===== src/rtl/cpu_types_pkg.sv =====
// Shared types for the pipeline memory path: word type, arbiter states, timeout error word.
package cpu_types_pkg;

  localparam int WORD_W = 32;

  typedef logic [WORD_W-1:0] word_t;

  typedef enum logic [1:0] {
    IDLE = 2'd0,
    DACC = 2'd1,
    IACC = 2'd2,
    RESP = 2'd3
  } arb_state_t;

  localparam word_t ERR_WORD = 32'hBAD1_BAD1;

endpackage


===== src/rtl/mem_arbiter.sv =====
// Arbitrates instruction fetch and data access onto one single-ported RAM.
// Define ARB_TIMEOUT_EN to force an error response after TIMEOUT_CYCLES without ram_ready.
module mem_arbiter
  import cpu_types_pkg::*;
#(
  parameter int ADDR_W         = 32,
  parameter int DATA_W         = 32,
  parameter int TIMEOUT_CYCLES = 64
) (
  input  logic              CLK,
  input  logic              nRST,
  input  logic              iREN,
  input  logic [ADDR_W-1:0] iaddr,
  input  logic              dREN,
  input  logic              dWEN,
  input  logic [ADDR_W-1:0] daddr,
  input  logic [DATA_W-1:0] dstore,
  output logic              ihit,
  output logic              dhit,
  output logic [DATA_W-1:0] iload,
  output logic [DATA_W-1:0] dload,
  output logic              ramREN,
  output logic              ramWEN,
  output logic [ADDR_W-1:0] ramaddr,
  output logic [DATA_W-1:0] ramstore,
  input  logic [DATA_W-1:0] ramload,
  input  logic              ram_ready,
  output logic              arb_err
);

  if (TIMEOUT_CYCLES < 1) begin : g_cfg_check
    $error("mem_arbiter: TIMEOUT_CYCLES must be at least 1");
  end

  arb_state_t        state;
  arb_state_t        next_state;
  logic              dreq;
  logic              acc_timeout;
  logic              acc_done;
  logic [DATA_W-1:0] resp_word;

  assign dreq = dREN | dWEN;

`ifdef ARB_TIMEOUT_EN
  localparam int CNT_W = $clog2(TIMEOUT_CYCLES + 1);

  logic [CNT_W-1:0] wait_cnt;
  logic             err_q;

  assign acc_timeout = !ram_ready && (wait_cnt == CNT_W'(TIMEOUT_CYCLES - 1));
  assign resp_word   = acc_timeout ? DATA_W'(ERR_WORD) : ramload;
  assign arb_err     = err_q;
`else
  assign acc_timeout = 1'b0;
  assign resp_word   = ramload;
  assign arb_err     = 1'b0;
`endif

  assign acc_done = ram_ready | acc_timeout;

  // NOTE: next_state gets a default before the case so every path assigns it and no latch is inferred.
  always_comb begin
    next_state = state;
    case (state)
      IDLE: begin
        if (dreq)      next_state = DACC;
        else if (iREN) next_state = IACC;
      end
      DACC, IACC: if (acc_done) next_state = RESP;
      RESP:       next_state = IDLE;
      default:    next_state = IDLE;
    endcase
  end

  // NOTE: all state here uses non-blocking assignments so every register samples pre-edge values.
  always_ff @(posedge CLK or negedge nRST) begin
    if (!nRST) begin
      state    <= IDLE;
      ihit     <= 1'b0;
      dhit     <= 1'b0;
      iload    <= '0;
      dload    <= '0;
      ramREN   <= 1'b0;
      ramWEN   <= 1'b0;
      ramaddr  <= '0;
      ramstore <= '0;
`ifdef ARB_TIMEOUT_EN
      wait_cnt <= '0;
      err_q    <= 1'b0;
`endif
    end else begin
      state <= next_state;
      ihit  <= 1'b0;
      dhit  <= 1'b0;
      iload <= '0;
      dload <= '0;
`ifdef ARB_TIMEOUT_EN
      err_q    <= 1'b0;
      wait_cnt <= (state == DACC || state == IACC) ? wait_cnt + 1'b1 : '0;
`endif
      case (state)
        IDLE: begin
          // Both dREN and dWEN set is treated as a write.
          if (dreq) begin
            ramREN   <= ~dWEN;
            ramWEN   <= dWEN;
            ramaddr  <= daddr;
            ramstore <= dWEN ? dstore : '0;
          end else if (iREN) begin
            ramREN   <= 1'b1;
            ramWEN   <= 1'b0;
            ramaddr  <= iaddr;
            ramstore <= '0;
          end
        end
        DACC, IACC: begin
          if (acc_done) begin
            ramREN <= 1'b0;
            ramWEN <= 1'b0;
            if (state == DACC) begin
              dhit  <= 1'b1;
              dload <= (ramWEN && !acc_timeout) ? '0 : resp_word;
            end else begin
              ihit  <= 1'b1;
              iload <= resp_word;
            end
`ifdef ARB_TIMEOUT_EN
            err_q <= acc_timeout;
`endif
          end
        end
        default: ;
      endcase
    end
  end

endmodule


===== config.mk =====
export PLATFORM = sky130hd
export DESIGN_NAME = mem_arbiter
export DESIGN_NICKNAME = d
export VERILOG_FILES = /design/src/rtl/cpu_types_pkg.sv /design/src/rtl/mem_arbiter.sv
export SDC_FILE = /design/constraint.sdc
export NUM_CORES = 1
export LEC_CHECK = 0
export CORE_UTILIZATION = 40
export DETAILED_ROUTE_END_ITERATION = 7
export GPL_ROUTABILITY_DRIVEN = 0
export GPL_TIMING_DRIVEN = 0
export PLACE_DENSITY_LB_ADDON = 0.3
export REMOVE_ABC_BUFFERS = 1
export SYNTH_ARGS = -nofsm -noshare
export SYNTH_HDL_FRONTEND = slang
export SYNTH_SLANG_ARGS = --single-unit

===== constraint.sdc =====
create_clock -name CLK -period 2.7 [get_ports CLK]
set_input_delay 0.54 -clock CLK [delete_from_list [all_inputs] [get_ports CLK]]
set_output_delay 0.54 -clock CLK [all_outputs]
set_load 0.02 [all_outputs]

# Yosys cells after proc, flatten, opt, wreduce, memory -nomap -nowiden
# Cells that the tools add are included.
[op_classes] bitwise_logic=2 n_reduce_logical=7 n_eq_ne=5 n_mux=29
[ops] cell="$mux W32" n=12
[ops] cell="$mux W1" n=11
[ops] cell="$mux W2" n=3
[ops] cell="$pmux W2 S3" n=1
[ops] cell="$eq A2 B2 Y1 const B" n=2
[ops] cell="$pmux W1 S2" n=2
[ops] cell="$reduce_and A2 Y1" n=2
[ops] cell="$reduce_bool A2 Y1" n=2
[ops] cell="$ne A3 B3 Y1 const B" n=1
[ops] cell="$reduce_and A3 Y1" n=1
[ops] cell="$eq A2 B1 Y1 const B" n=1
[ops] cell="$logic_not A2 Y1" n=1
[ops] cell="$ne A2 B2 Y1 const B" n=1
[ops] cell="$reduce_or A2 Y1" n=1
[ops] cell="$not A1 Y1" n=1
[ops] cell="$or A1 B1 Y1" n=1
[word_totals] regBits=134 out_inout_bits=133 wordCells=52 in_bits=134

# Longest topological paths before layout
# Gate-level depths: netlist of run 1.
[logic_depth] word_depth=4 mapped_depth=8 ltp_nobuf=5

# Least setup slack after synthesis of run 1
# No wires, ideal clock.
[synth_timing] path_kind="register to register" startpoint="reg state[0]" endpoint="reg dload[10]" t_arrival_ns=1.481 stages_incl_launch_ff=7 setup_time_ns=0.066 path_buffers=1 period_less_slack_ns=1.547 slack_ns=1.153 required_ns=2.634 path_cell_list="dfrtp_1 > inv_1 > ha_1 > nand2_1 > nor3b_2 > clkbuf_1 > and2_1"
[synth_via] elab_chain_cells=4 word_cells_on_any_way=6 cone_classes="eq/ne (2); mux (3); reduce/logical (1)"
[synth_lines] element="start, declared" line="mem_arbiter.sv:35" text="arb_state_t state;"
[synth_lines] element="start signal, assigned" line="mem_arbiter.sv:92" text="state <= next_state;"
[synth_lines] element="$eq A2 B1 Y1" line="mem_arbiter.sv:101, mem_arbiter.sv:120"
[synth_lines] element="$mux W32" line="mem_arbiter.sv:120" text="if (state == DACC) begin"
[synth_lines] element="$mux W32" line="mem_arbiter.sv:117" text="if (acc_done) begin"
[synth_lines] element="$mux W32 (*)" line="mem_arbiter.sv:101" text="case (state)"
[synth_lines] element="end signal, assigned" line="mem_arbiter.sv:122" text="dload <= (ramWEN && !acc_timeout) ? '0 : resp_word;"
[synth_lines] element="end, declared" line="mem_arbiter.sv:21" text="output logic [DATA_W-1:0] dload,"
# Every way passes the cells marked *; elsewhere a longest branch is shown, timed or not.
# A chain may end at the register's enable or synchronous reset.

# Worst setup path after layout of run 1
[layout_timing] startpoint="reg state[1]" endpoint="reg ramaddr[22]"
[layout_via] elab_chain_cells=2
[layout_lines] element="$logic_not A2 Y1" line="mem_arbiter.sv:101"
[layout_lines] element="$reduce_and A2 Y1 (no source line)"
[layout_lines] element="end signal, assigned" line="mem_arbiter.sv:107" text="ramaddr <= daddr;"
[layout_lines] element="end signal, assigned" line="mem_arbiter.sv:112" text="ramaddr <= iaddr;"
[layout_lines] element="end, declared" line="mem_arbiter.sv:24" text="output logic [ADDR_W-1:0] ramaddr,"
# Every way passes these cells.

==> run_summary.xml, run 1 <==
<?xml version="1.0" encoding="UTF-8"?>
<metrics>
  <group name="run_status">
    <metric name="status" unit="">completed</metric>
  </group>
  <group name="synthesis">
    <metric name="synth_top_area_share" unit="">0.653</metric>
    <metric name="ys_warns" unit="">0</metric>
    <metric name="synth.top_cells.by_area" unit="">sky130_fd_sc_hd__dfrtp_1 65%, sky130_fd_sc_hd__and2_1 7.9%, sky130_fd_sc_hd__nand2_1 7.1%, sky130_fd_sc_hd__mux2i_1 7.0%, sky130_fd_sc_hd__nand3_1 3.1%</metric>
    <metric name="post-synth-top-area-cell" unit="">sky130_fd_sc_hd__dfrtp_1</metric>
    <metric name="synth-edff-count" unit="">0</metric>
    <metric name="seq_area_frac_synth" unit="">0.653</metric>
    <metric name="synthTopCellsByCount" unit="">134 x sky130_fd_sc_hd__dfrtp_1, 97 x sky130_fd_sc_hd__nand2_1, 65 x sky130_fd_sc_hd__and2_1</metric>
    <metric name="yosys.cell_types.count" unit="">24</metric>
    <metric name="syn-cell-area" unit="mm²">0.00513</metric>
    <metric name="async_flop_share" unit="">1.00</metric>
    <metric name="synth_most_common_cell" unit="">sky130_fd_sc_hd__dfrtp_1</metric>
    <metric name="number_of_flip_flops_and_latches_in_the_synthesized_netlist" unit="">134</metric>
    <metric name="synth_cells" unit="">446</metric>
    <metric name="synth_ff_type" unit="">sky130_fd_sc_hd__dfrtp_1</metric>
    <metric name="syn_avg_cell_area" unit="µm²">11.5</metric>
  </group>
  <group name="route">
    <metric name="drc" unit="">0</metric>
    <metric name="drt_iter0_markers" unit="">188</metric>
    <metric name="final_antenna_net_count" unit="">0</metric>
    <metric name="detailedRoute.firstPassIterationCount" unit="">4</metric>
    <metric name="post_drt_via_cell_ratio" unit="">4.64</metric>
    <metric name="wire_per_inst" unit="µm">15.4</metric>
    <metric name="via_count" unit="">4167</metric>
    <metric name="route.final.wire_length" unit="µm">13900</metric>
  </group>
  <group name="worst_setup_path">
    <metric name="crit_cells" unit="">8</metric>
    <metric name="cp_max_fanout" unit="">37</metric>
    <metric name="r2r-start" unit="">state[1]$_DFFE_PN0P_</metric>
    <metric name="arrival" unit="ps">2710</metric>
    <metric name="timing_worst_setup_path_type" unit="">register to register</metric>
    <metric name="worst_path_max_delay_cell" unit="">sky130_fd_sc_hd__ha_2</metric>
    <metric name="path_buf_inv" unit="">5</metric>
    <metric name="critPathRequiredTime" unit="ps">3010</metric>
    <metric name="reg2regPathDepth" unit="">8</metric>
    <metric name="slowest_delay" unit="ps">700</metric>
    <metric name="cp_common_cell" unit="">sky130_fd_sc_hd__buf_8</metric>
    <metric name="critical-path-top-delay-family" unit="">buffers and inverters</metric>
    <metric name="worst_setup_path_end_kind" unit="">register</metric>
    <metric name="critPathLaunch" unit="">state[1]$_DFFE_PN0P_</metric>
    <metric name="path_cells" unit="">inv_1 &gt; ha_2 &gt; o31ai_4 &gt; buf_8 &gt; buf_8 &gt; buf_6 &gt; buf_8 &gt; o21ai_0</metric>
    <metric name="cp-start-kind" unit="">register</metric>
  </group>
  <group name="grt">
    <metric name="global_route.usage.total" unit="">0.214</metric>
    <metric name="first_global_vias" unit="">4237</metric>
    <metric name="largest_net_degree_at_the_start_of_global_routing" unit="">75</metric>
    <metric name="grt_first_pass_wirelength" unit="µm">21100</metric>
    <metric name="grt_antenna_before_repair" unit="">0</metric>
    <metric name="grt-ovfl-total" unit="">0</metric>
  </group>
  <group name="timing">
    <metric name="grt_setup_unrepaired" unit="">false</metric>
    <metric name="fin_crit" unit="ps">2400</metric>
    <metric name="timing.max_slew.rel_slack" unit="">0.497</metric>
    <metric name="report.final.slew_viol_count" unit="">0</metric>
    <metric name="worstMarginPinSlew" unit="ps">755</metric>
    <metric name="setup_violations" unit="">0</metric>
    <metric name="clk_skew" unit="ps">7.38</metric>
    <metric name="final.period_utilization" unit="">0.889</metric>
    <metric name="fmax" unit="GHz">0.417</metric>
    <metric name="worst_hold_slack" unit="ps">99.0</metric>
    <metric name="report.final.hold_viol_count" unit="">0</metric>
  </group>
  <group name="final_layout">
    <metric name="fillers" unit="">991</metric>
    <metric name="nNetsFinal" unit="">852</metric>
    <metric name="flow.area_growth_from_synthesis" unit="%">66.9</metric>
    <metric name="multiInputGateArea" unit="mm²">0.00164</metric>
    <metric name="share_of_cells_above_drive_strength_1" unit="">0.0675</metric>
    <metric name="post_layout_util" unit="">0.682</metric>
    <metric name="antennaDiodeCount" unit="">0</metric>
    <metric name="ff_latch_area" unit="mm²">0.00335</metric>
  </group>
  <group name="clock_tree">
    <metric name="clk-insertion-delay-late" unit="ps">410</metric>
    <metric name="clockRootBuffer" unit="">sky130_fd_sc_hd__clkbuf_16</metric>
    <metric name="cts_buffers" unit="">17</metric>
    <metric name="clkSlewWorstSetupHoldPaths" unit="ps">50</metric>
    <metric name="maximum_buffer_depth_of_the_clock_tree" unit="">2</metric>
    <metric name="max_h_tree_level" unit="">4</metric>
    <metric name="clock_sink_count" unit="">134</metric>
    <metric name="tritoncts" unit="">yes</metric>
  </group>
  <group name="floorplanning">
    <metric name="die_h" unit="µm">115</metric>
    <metric name="initial_core_util" unit="">0.409</metric>
    <metric name="die_w" unit="µm">115</metric>
    <metric name="design.core.area" unit="mm²">0.0126</metric>
    <metric name="die_footprint" unit="mm²">0.0133</metric>
    <metric name="io-pin-count" unit="">267</metric>
    <metric name="placement_row_count" unit="">41</metric>
  </group>
  <group name="pwr">
    <metric name="worst_ir_drop_vdd" unit="mV">0.596</metric>
    <metric name="power" unit="W">0.00875</metric>
    <metric name="leakage_power" unit="nW">3.91</metric>
    <metric name="power_switching" unit="W">0.00305</metric>
    <metric name="power.sequential.fraction" unit="">0.335</metric>
    <metric name="power_report.internal_total" unit="W">0.00570</metric>
    <metric name="share_of_power_burned_in_the_clock_network" unit="">0.239</metric>
    <metric name="logic_gate_share_of_total_power" unit="">0.426</metric>
    <metric name="power.density_cell_area" unit="mW/mm²">1020</metric>
    <metric name="power_switching_share" unit="">0.349</metric>
  </group>
  <group name="placed_design">
    <metric name="numPortBuffers" unit="">265</metric>
    <metric name="place_hpwl" unit="µm">10000</metric>
  </group>
  <group name="min_path">
    <metric name="hp-class" unit="">input pin to asynchronous set/reset pin</metric>
  </group>
  <group name="run">
    <metric name="cap_viol_max_count" unit="">0</metric>
  </group>
</metrics>
## flip-flops by register name (all words and copies together), names as in the netlist
signal    count
ramWEN        1
ramstore     32
ramREN        1
dhit          1
ramaddr      32
dload        32
iload        32
ihit          1
state         2
## final timing paths
check                                      endpoint  slack (ps)
setup / recovery            ramaddr[22]$_DFFE_PN0P_         300
hold / removal             ramstore[18]$_DFFE_PN0P_         100
setup reg to reg            ramaddr[22]$_DFFE_PN0P_         300
hold reg to reg             ramstore[7]$_DFFE_PN0P_         470
max in group asynchronous       iload[31]$_DFF_PN0_        1850
min in group CLK            ramstore[7]$_DFFE_PN0P_         470
## worst register-to-register path: stages (launching register included)
cell,delay [ps]
sky130_fd_sc_hd__dfrtp_1,360
sky130_fd_sc_hd__inv_1,140
sky130_fd_sc_hd__ha_2,700
sky130_fd_sc_hd__o31ai_4,190
sky130_fd_sc_hd__buf_8,210
sky130_fd_sc_hd__buf_8,160
sky130_fd_sc_hd__buf_6,150
sky130_fd_sc_hd__buf_8,170
sky130_fd_sc_hd__o21ai_0,220
## cells by family (layout without fill, tap and decap cells)
kind of cell | Yosys count | count (layout) | share of synthesized area
other | 1 | 1 | 0.000730
flip-flops | 134 | 134 | 0.653
AND/OR/NAND/NOR | 200 | 201 | 0.189
buffers and inverters | 31 | 310 | 0.0302
AO/OA/AOI/OAI | 39 | 39 | 0.0448
multiplexers | 37 | 37 | 0.0724
adder cells (fa/ha/maj) | 4 | 4 | 0.00975
## cell usage in the layout (no fill, tap or decap)
cell	Yosys	layout
sky130_fd_sc_hd__nor2_2	0	2
sky130_fd_sc_hd__nor3b_4	0	1
sky130_fd_sc_hd__o21ai_0	25	25
sky130_fd_sc_hd__bufinv_16	0	1
sky130_fd_sc_hd__buf_6	0	3
sky130_fd_sc_hd__clkinv_4	0	1
sky130_fd_sc_hd__clkdlybuf4s50_1	0	263
sky130_fd_sc_hd__nor2_1	3	2
sky130_fd_sc_hd__nor2_4	1	1
sky130_fd_sc_hd__clkbuf_1	15	3
sky130_fd_sc_hd__buf_4	9	4
sky130_fd_sc_hd__a22oi_1	1	1
sky130_fd_sc_hd__conb_1	1	1
sky130_fd_sc_hd__clkinv_2	0	5
sky130_fd_sc_hd__dfrtp_1	134	134
sky130_fd_sc_hd__clkinvlp_4	0	2
sky130_fd_sc_hd__inv_1	3	3
sky130_fd_sc_hd__mux2_2	1	1
sky130_fd_sc_hd__clkbuf_16	0	17
sky130_fd_sc_hd__clkbuf_8	0	2
sky130_fd_sc_hd__nand2_1	97	97
sky130_fd_sc_hd__and2_1	65	65
sky130_fd_sc_hd__nor3_1	1	1
sky130_fd_sc_hd__o2bb2ai_1	2	2
sky130_fd_sc_hd__ha_2	0	1
sky130_fd_sc_hd__nand3_1	32	32
sky130_fd_sc_hd__a22o_1	1	1
sky130_fd_sc_hd__mux2i_1	36	36
sky130_fd_sc_hd__buf_2	4	1
sky130_fd_sc_hd__a21oi_1	1	1
sky130_fd_sc_hd__ha_1	4	3
sky130_fd_sc_hd__o31ai_4	1	1
sky130_fd_sc_hd__buf_16	0	2
sky130_fd_sc_hd__buf_8	0	3
sky130_fd_sc_hd__o21ai_1	7	7
sky130_fd_sc_hd__o21ba_2	1	1
## what timing repair did
| action | in CTS | in global routing |
|---|---|---|
| resized for setup | 2 | 0 |
| buffers inserted | 4 | 0 |
| endpoints found under the setup margin | 50 | 0 |
| hold buffers | 0 | 0 |
## final cells by class
| cell class | count | share of cell area |
|---|---|---|
| sequential | 134 | 0.391 |
| timing repair buffer | 276 | 0.327 |
| multi-input combinational | 282 | 0.192 |
| clock buffer | 22 | 0.0542 |
| tap | 172 | 0.0251 |
| clock inverter | 9 | 0.00920 |
| inverter | 3 | 0.00131 |
## stage by stage
stage / area [µm²] / TNS, ps / instances / worst slack [ps]
after CTS: 8570 / 0 / 898 / 259
final: 8570 / 0 / 898 / 301
after detailed placement: 7990 / -44240 / 862 / -1070
after global placement: 7860 / -679250 / 855 / -3980
after global routing: 8570 / 0 / 898 / 127
after floorplan: 4990 / 0 / 418 / 5.69
## routing by layer
metal	vias to the layer above	GRT usage	routed length, µm
met1	1967	0.225	5100
met2	195	0.368	6960
met4	0	0.0866	232
met3	17	0.101	1560
met5	-	0	0
li1	1988	-	-
## power by group through the flow
stage               Sequential [W]  Clock, W  Combinational [W]
finish                     0.00293   0.00209            0.00373
global route               0.00300   0.00224            0.00401
CTS                        0.00293   0.00216            0.00378
detailed placement         0.00297         0            0.00374
global placement           0.00294         0            0.00353
floorplan                  0.00374         0           0.000945
No activity file was read; power rests on OpenSTA's default activity.
==> run 2: changes to the inputs <==
--- a/config.mk
+++ b/config.mk
@@ -10,7 +10,6 @@
 export GPL_ROUTABILITY_DRIVEN = 0
 export GPL_TIMING_DRIVEN = 0
 export PLACE_DENSITY_LB_ADDON = 0.3
-export REMOVE_ABC_BUFFERS = 1
 export SYNTH_ARGS = -nofsm -noshare
 export SYNTH_HDL_FRONTEND = slang
 export SYNTH_SLANG_ARGS = --single-unit
==> run 2 against run 1 <==
Compared with the run above:
- count of clock-buffer cells in the layout rose by 2
- routed wire length rose by 5.6%
- hold slack got worse by 4.7 ps
- sequential power barely moved
- sequential cell count did not move
- global-route usage rose by 1.4 points
- worst setup slack improved by 350 ps
- critical path type is now register to output pin
- critical endpoint is now ramWEN
- largest power group unchanged
- highest routed layer unchanged
==> run_summary.xml, run 2 (synthesis gave the netlist of run 1 again) <==
<?xml version="1.0" encoding="UTF-8"?>
<metrics>
  <group name="grt">
    <metric name="grt_first_pass_wirelength" unit="µm">22600</metric>
    <metric name="grt-ovfl-total" unit="">0</metric>
    <metric name="grt_antenna_before_repair" unit="">0</metric>
    <metric name="largest_net_degree_at_the_start_of_global_routing" unit="">78</metric>
    <metric name="global_route.usage.total" unit="">0.228</metric>
    <metric name="first_global_vias" unit="">4493</metric>
  </group>
  <group name="route">
    <metric name="drt_iter0_markers" unit="">176</metric>
    <metric name="final_antenna_net_count" unit="">0</metric>
    <metric name="route.final.wire_length" unit="µm">14600</metric>
    <metric name="post_drt_via_cell_ratio" unit="">4.65</metric>
    <metric name="detailedRoute.firstPassIterationCount" unit="">4</metric>
    <metric name="wire_per_inst" unit="µm">16.0</metric>
    <metric name="via_count" unit="">4254</metric>
    <metric name="drc" unit="">0</metric>
  </group>
  <group name="timing">
    <metric name="report.final.slew_viol_count" unit="">0</metric>
    <metric name="worstMarginPinSlew" unit="ps">549</metric>
    <metric name="report.final.hold_viol_count" unit="">0</metric>
    <metric name="timing.max_slew.rel_slack" unit="">0.634</metric>
    <metric name="fin_crit" unit="ps">2050</metric>
    <metric name="worst_hold_slack" unit="ps">94.3</metric>
    <metric name="fmax" unit="GHz">0.489</metric>
    <metric name="setup_violations" unit="">0</metric>
    <metric name="finalWorstSetupSlack" unit="ps">655</metric>
    <metric name="final.period_utilization" unit="">0.757</metric>
    <metric name="clk_skew" unit="ps">4.78</metric>
    <metric name="grt_setup_unrepaired" unit="">false</metric>
  </group>
  <group name="min_path">
    <metric name="hp-class" unit="">input pin to asynchronous set/reset pin</metric>
  </group>
  <group name="worst_setup_path">
    <metric name="path_cells" unit="">clkdlybuf4s50_1</metric>
    <metric name="worst_setup_path_end_kind" unit="">output pin</metric>
    <metric name="rrSetupSlack" unit="ps">740</metric>
    <metric name="reg2regPathDepth" unit="">6</metric>
    <metric name="critical-path-top-delay-family" unit="">buffers and inverters</metric>
    <metric name="path_buf_inv" unit="">1</metric>
    <metric name="arrival" unit="ps">1510</metric>
    <metric name="r2r-start" unit="">state[0]$_DFFE_PN0P_</metric>
    <metric name="timing_worst_setup_path_type" unit="">register to output pin</metric>
    <metric name="rr_endpoint" unit="">dload[1]$_DFF_PN0_</metric>
    <metric name="slowest_delay" unit="ps">670</metric>
    <metric name="worst_path_max_delay_cell" unit="">sky130_fd_sc_hd__clkdlybuf4s50_1</metric>
    <metric name="cp_max_fanout" unit="">4</metric>
    <metric name="critPathRequiredTime" unit="ps">2160</metric>
    <metric name="cp-start-kind" unit="">register</metric>
  </group>
  <group name="final_layout">
    <metric name="post_layout_util" unit="">0.686</metric>
    <metric name="flow.area_growth_from_synthesis" unit="%">67.8</metric>
    <metric name="share_of_cells_above_drive_strength_1" unit="">0.0673</metric>
    <metric name="layout.cells.most_common" unit="">sky130_fd_sc_hd__clkdlybuf4s50_1</metric>
    <metric name="most-common-layout-cells" unit="">263 x sky130_fd_sc_hd__clkdlybuf4s50_1, 134 x sky130_fd_sc_hd__dfrtp_1, 97 x sky130_fd_sc_hd__nand2_1, 65 x sky130_fd_sc_hd__and2_1, 36 x sky130_fd_sc_hd__mux2i_1</metric>
    <metric name="antennaDiodeCount" unit="">0</metric>
    <metric name="finish.instance_area" unit="mm²">0.00862</metric>
    <metric name="fillers" unit="">942</metric>
    <metric name="nNetsFinal" unit="">868</metric>
  </group>
  <group name="run_status">
    <metric name="status" unit="">completed</metric>
  </group>
  <group name="clock_tree">
    <metric name="post_cts.repair.setup_buffers" unit="">0</metric>
    <metric name="cts_buffers" unit="">17</metric>
    <metric name="clkSlewWorstSetupHoldPaths" unit="ps">50</metric>
    <metric name="clock_sink_count" unit="">134</metric>
    <metric name="clk-insertion-delay-late" unit="ps">410</metric>
    <metric name="clockRootBuffer" unit="">sky130_fd_sc_hd__clkbuf_16</metric>
    <metric name="tritoncts" unit="">yes</metric>
    <metric name="cts.repair.resized" unit="">0</metric>
    <metric name="max_h_tree_level" unit="">4</metric>
    <metric name="maximum_buffer_depth_of_the_clock_tree" unit="">2</metric>
    <metric name="postCtsHoldBufs" unit="">0</metric>
  </group>
  <group name="placed_design">
    <metric name="place_ws" unit="ps">532</metric>
    <metric name="place_hpwl" unit="µm">11300</metric>
    <metric name="cell_area_after_placement" unit="mm²">0.00802</metric>
    <metric name="numPortBuffers" unit="">264</metric>
  </group>
  <group name="pwr">
    <metric name="power_switching_share" unit="">0.347</metric>
    <metric name="share_of_power_burned_in_the_clock_network" unit="">0.256</metric>
    <metric name="leakage_power" unit="nW">3.94</metric>
    <metric name="power_switching" unit="W">0.00310</metric>
    <metric name="power_report.internal_total" unit="W">0.00583</metric>
    <metric name="power.sequential.fraction" unit="">0.330</metric>
    <metric name="power" unit="W">0.00893</metric>
    <metric name="logic_gate_share_of_total_power" unit="">0.414</metric>
    <metric name="worst_ir_drop_vdd" unit="mV">0.577</metric>
    <metric name="power.density_cell_area" unit="mW/mm²">1040</metric>
  </group>
  <group name="run">
    <metric name="cap_viol_max_count" unit="">0</metric>
  </group>
  <group name="floorplanning">
    <metric name="placement_row_count" unit="">41</metric>
    <metric name="design.core.area" unit="mm²">0.0126</metric>
    <metric name="die_h" unit="µm">115</metric>
    <metric name="die_w" unit="µm">115</metric>
    <metric name="die_footprint" unit="mm²">0.0133</metric>
    <metric name="io-pin-count" unit="">267</metric>
    <metric name="initial_core_util" unit="">0.409</metric>
  </group>
  <group name="synthesis">
    <metric name="synth_nets" unit="">584</metric>
  </group>
</metrics>
run 2: stage by stage:
stage          setup TNS (ps)  instances
3_5_place_dp                0        883
3_3_place_gp          -526860        882
5_1_grt                     0        915
6_report                    0        915
2_1_floorplan               0        446
4_1_cts                     0        915
run 2: layer usage:
metal	vias up	wire, µm	track usage
met1	2024	5270	0.228
met2	193	7430	0.408
met4	0	251	0.0892
li1	2017	-	-
met5	-	0	0
met3	20	1670	0.106
run 2: cell type report:
class                   instances  area [µm²]  area share
clock inverters                 8        95.1      0.0110
clock buffers                  24         502      0.0582
inverters                       3        11.3     0.00131
plain buffers                  28         144      0.0167
well taps                     172         215      0.0250
flip-flops and latches        134        3350       0.389
multi-input cells             281        1630       0.189
repair buffers                265        2670       0.310
run 2: how the worst max path moves through the flow:
stage	start	to	slack (ps)	depth (start not counted)
2_1_floorplan	state[0]$_DFFE_PN0P_	dload[10]$_DFF_PN0_	1150	6
3_3_place_gp	nRST	iload[2]$_DFF_PN0_	-3940	1
3_5_place_dp	dREN	ramaddr[26]$_DFFE_PN0P_	530	6
4_1_cts	ramWEN$_DFFE_PN0P_	ramWEN	640	1
5_1_grt	state[0]$_DFFE_PN0P_	dload[17]$_DFF_PN0_	540	6
6_report	ramWEN$_DFFE_PN0P_	ramWEN	650	1
run 2: power by group through the flow:
stage	registers [W]	logic [W]	clock network [W]
3_5_place_dp	0.00299	0.00373	0
5_1_grt	0.00302	0.00398	0.00242
6_report	0.00295	0.00370	0.00229
3_3_place_gp	0.00295	0.00363	0
4_1_cts	0.00295	0.00375	0.00232
2_1_floorplan	0.00374	0.00105	0
==> run 3: changes to the inputs <==
--- a/config.mk
+++ b/config.mk
@@ -5,7 +5,7 @@
 export SDC_FILE = /design/constraint.sdc
 export NUM_CORES = 1
 export LEC_CHECK = 0
-export CORE_UTILIZATION = 40
+export CORE_UTILIZATION = 36
 export DETAILED_ROUTE_END_ITERATION = 7
 export GPL_ROUTABILITY_DRIVEN = 0
 export GPL_TIMING_DRIVEN = 0
==> constraint.sdc (replaced) <==
create_clock -name CLK -period 1.7 [get_ports CLK]
set_input_delay 0.34 -clock CLK [delete_from_list [all_inputs] [get_ports CLK]]
set_output_delay 0.34 -clock CLK [all_outputs]
set_load 0.02 [all_outputs]
==> run 3 against run 2 <==
Compared with the run above:
- via count grew 1.4%
- clock skew rose by 1.8 ps
- cell count up 1.3%
- sequential power is 57% higher
- global-route usage shrank 2.6 points
- critical path type unchanged
- critical endpoint is now dload[2]
- largest power group unchanged
- highest routed layer unchanged
==> run_summary.xml, run 3 (synthesis gave the netlist of run 1 again) <==
<?xml version="1.0" encoding="UTF-8"?>
<metrics>
  <group name="final_layout">
    <metric name="finalNonFillerCells" unit="">927</metric>
    <metric name="nNetsFinal" unit="">872</metric>
    <metric name="antennaDiodeCount" unit="">0</metric>
    <metric name="most-common-layout-cells" unit="">136 x sky130_fd_sc_hd__clkdlybuf4s50_1, 134 x sky130_fd_sc_hd__dfrtp_1, 109 x sky130_fd_sc_hd__dlygate4sd2_1, 96 x sky130_fd_sc_hd__nand2_1, 65 x sky130_fd_sc_hd__and2_1</metric>
    <metric name="flow.area_growth_from_synthesis" unit="%">67.2</metric>
    <metric name="share_of_cells_above_drive_strength_1" unit="">0.0843</metric>
    <metric name="fillers" unit="">1173</metric>
    <metric name="layout.cells.most_common" unit="">sky130_fd_sc_hd__clkdlybuf4s50_1</metric>
  </group>
  <group name="floorplanning">
    <metric name="die_footprint" unit="mm²">0.0147</metric>
    <metric name="design.core.area" unit="mm²">0.0139</metric>
    <metric name="placement_row_count" unit="">43</metric>
    <metric name="die_h" unit="µm">121</metric>
    <metric name="die_w" unit="µm">121</metric>
    <metric name="io-pin-count" unit="">267</metric>
    <metric name="initial_core_util" unit="">0.370</metric>
  </group>
  <group name="worst_setup_path">
    <metric name="arrival" unit="ps">1340</metric>
    <metric name="rrSetupSlack" unit="ps">100</metric>
    <metric name="critPathRequiredTime" unit="ps">1360</metric>
    <metric name="rr_endpoint" unit="">ramaddr[23]$_DFFE_PN0P_</metric>
    <metric name="path_buf_inv" unit="">1</metric>
    <metric name="timing_worst_setup_path_type" unit="">register to output pin</metric>
    <metric name="worst_path_max_delay_cell" unit="">sky130_fd_sc_hd__clkdlybuf4s50_1</metric>
    <metric name="slowest_delay" unit="ps">600</metric>
    <metric name="cp-start-kind" unit="">register</metric>
    <metric name="r2r-start" unit="">state[1]$_DFFE_PN0P_</metric>
    <metric name="reg2regPathDepth" unit="">8</metric>
    <metric name="worst_setup_path_end_kind" unit="">output pin</metric>
    <metric name="path_cells" unit="">clkdlybuf4s50_1</metric>
    <metric name="cp_max_fanout" unit="">1</metric>
    <metric name="critical-path-top-delay-family" unit="">buffers and inverters</metric>
  </group>
  <group name="route">
    <metric name="dr_wl_met2" unit="µm">7340</metric>
    <metric name="route.final.wire_length" unit="µm">14600</metric>
    <metric name="met3_wire_length" unit="µm">1560</metric>
    <metric name="detailedRoute.firstPassIterationCount" unit="">4</metric>
    <metric name="via_count" unit="">4312</metric>
    <metric name="drc" unit="">0</metric>
    <metric name="post_drt_via_cell_ratio" unit="">4.65</metric>
    <metric name="final_antenna_net_count" unit="">0</metric>
    <metric name="wire_per_inst" unit="µm">15.8</metric>
    <metric name="drt_iter0_markers" unit="">111</metric>
    <metric name="wl_met1" unit="µm">5410</metric>
    <metric name="top_layer_used" unit="">met4</metric>
  </group>
  <group name="placed_design">
    <metric name="placedCellCount" unit="">891</metric>
    <metric name="place_hpwl" unit="µm">11100</metric>
    <metric name="numPortBuffers" unit="">264</metric>
  </group>
  <group name="pwr">
    <metric name="leakage_power" unit="nW">4.66</metric>
    <metric name="worst_ir_drop_vdd" unit="mV">0.653</metric>
    <metric name="power.density_cell_area" unit="mW/mm²">1570</metric>
  </group>
  <group name="min_path">
    <metric name="min_delay_path_depth" unit="">3</metric>
    <metric name="worstHoldStart" unit="">dWEN</metric>
    <metric name="hp-class" unit="">input pin to register</metric>
    <metric name="hold_path_end" unit="">ramstore[31]$_DFFE_PN0P_</metric>
  </group>
  <group name="grt">
    <metric name="global_route.usage.total" unit="">0.202</metric>
    <metric name="first_global_vias" unit="">4418</metric>
    <metric name="grt-ovfl-total" unit="">0</metric>
    <metric name="grt_antenna_before_repair" unit="">0</metric>
    <metric name="largest_net_degree_at_the_start_of_global_routing" unit="">80</metric>
    <metric name="grt_first_pass_wirelength" unit="µm">22300</metric>
  </group>
  <group name="timing">
    <metric name="final.period_utilization" unit="">0.987</metric>
    <metric name="worst_hold_slack" unit="ps">300</metric>
    <metric name="report.final.hold_viol_count" unit="">0</metric>
    <metric name="fin_crit" unit="ps">1680</metric>
    <metric name="timing.max_slew.rel_slack" unit="">0.514</metric>
    <metric name="worstMarginPinSlew" unit="ps">729</metric>
    <metric name="clk_skew" unit="ps">6.53</metric>
    <metric name="report.final.slew_viol_count" unit="">0</metric>
    <metric name="setup_violations" unit="">0</metric>
    <metric name="fmax" unit="GHz">0.596</metric>
  </group>
  <group name="clock_tree">
    <metric name="clockRootBuffer" unit="">sky130_fd_sc_hd__clkbuf_16</metric>
    <metric name="cts_buffers" unit="">17</metric>
    <metric name="clkSlewWorstSetupHoldPaths" unit="ps">50</metric>
    <metric name="clock_sink_count" unit="">134</metric>
    <metric name="max_h_tree_level" unit="">4</metric>
    <metric name="tritoncts" unit="">yes</metric>
    <metric name="clk-insertion-delay-late" unit="ps">410</metric>
    <metric name="maximum_buffer_depth_of_the_clock_tree" unit="">2</metric>
  </group>
  <group name="run_status">
    <metric name="status" unit="">completed</metric>
  </group>
  <group name="synthesis">
    <metric name="synth_nets" unit="">584</metric>
  </group>
  <group name="run">
    <metric name="cap_viol_max_count" unit="">0</metric>
  </group>
</metrics>
==> run 3: cell count changes in the layout (fill, tap and decap cells not counted), moves of 2 or more <==
cell / change
sky130_fd_sc_hd__dlygate4sd2_1: +109
sky130_fd_sc_hd__inv_2: +2
sky130_fd_sc_hd__clkbuf_2: +4
sky130_fd_sc_hd__clkdlybuf4s50_1: -127
sky130_fd_sc_hd__dlymetal6s2s_1: +18
sky130_fd_sc_hd__clkbuf_1: -5
sky130_fd_sc_hd__inv_1: -2
sky130_fd_sc_hd__buf_4: +4
==> run 3: final cells by class <==
class	instances	area, µm²	area share
flip-flops and latches	134	3350	0.391
repair buffers	269	2610	0.304
multi-input cells	281	1660	0.193
clock buffers	24	482	0.0561
well taps	180	225	0.0262
plain buffers	28	173	0.0201
clock inverters	8	73.8	0.00860
inverters	3	11.3	0.00131
==> run 3: worst register-to-register path, cell delays in order (launching register included) <==
cell,delay (ps)
sky130_fd_sc_hd__dfrtp_1,370
sky130_fd_sc_hd__inv_2,110
sky130_fd_sc_hd__ha_1,180
sky130_fd_sc_hd__buf_6,160
sky130_fd_sc_hd__o31ai_4,110
sky130_fd_sc_hd__buf_4,200
sky130_fd_sc_hd__buf_4,190
sky130_fd_sc_hd__nand2_1,70
sky130_fd_sc_hd__o21ai_0,80
==> run 3: timing repair <==
item | in CTS | in global routing
buffers inserted | 2 | 0
gates cloned | 1 | 0
pin swaps | 1 | 0
hold endpoints to repair | 54 | 0
hold buffers | 1 | 0
resized for setup | 125 | 26
endpoints found under the setup margin | 206 | 100
==> run 3: per-layer routing <==
layer / vias up / global-route usage
li1: 2021 / -
met1: 2068 / 0.213
met2: 196 / 0.350
met3: 27 / 0.0836
met4: 0 / 0.0918
met5: - / 0
==> run 3: worst max path at each step <==
stage	from	to	depth (start not counted)
after floorplan	state[0]$_DFFE_PN0P_	dload[10]$_DFF_PN0_	6
after global placement	nRST	iload[7]$_DFF_PN0_	1
after detailed placement	state[0]$_DFFE_PN0P_	iload[20]$_DFF_PN0_	6
after CTS	state[1]$_DFFE_PN0P_	dload[7]$_DFF_PN0_	7
after global routing	dload[2]$_DFF_PN0_	dload[2]	1
final	dload[2]$_DFF_PN0_	dload[2]	1
==> run 3: metrics by stage <==
stage	instance area [µm²]	total power (W)	setup slack (ps)	setup TNS, ps	util
after floorplan	5130	0.00760	153	0	-
after global placement	8000	0.0105	-4740	-659730	0.577
after detailed placement	8030	0.0107	-334	-32280	0.579
after CTS	8530	0.0136	-32.7	-286	0.614
after global routing	8590	0.0143	-18.5	-18.5	0.619
final	8590	0.0135	21.7	0	0.619
==> run 3: where the power goes <==
part	switching [W]	internal, W
logic	0.00322	0.00221
clock network	0.00128	0.00212
registers	0.000416	0.00421
total	0.00492	0.00854
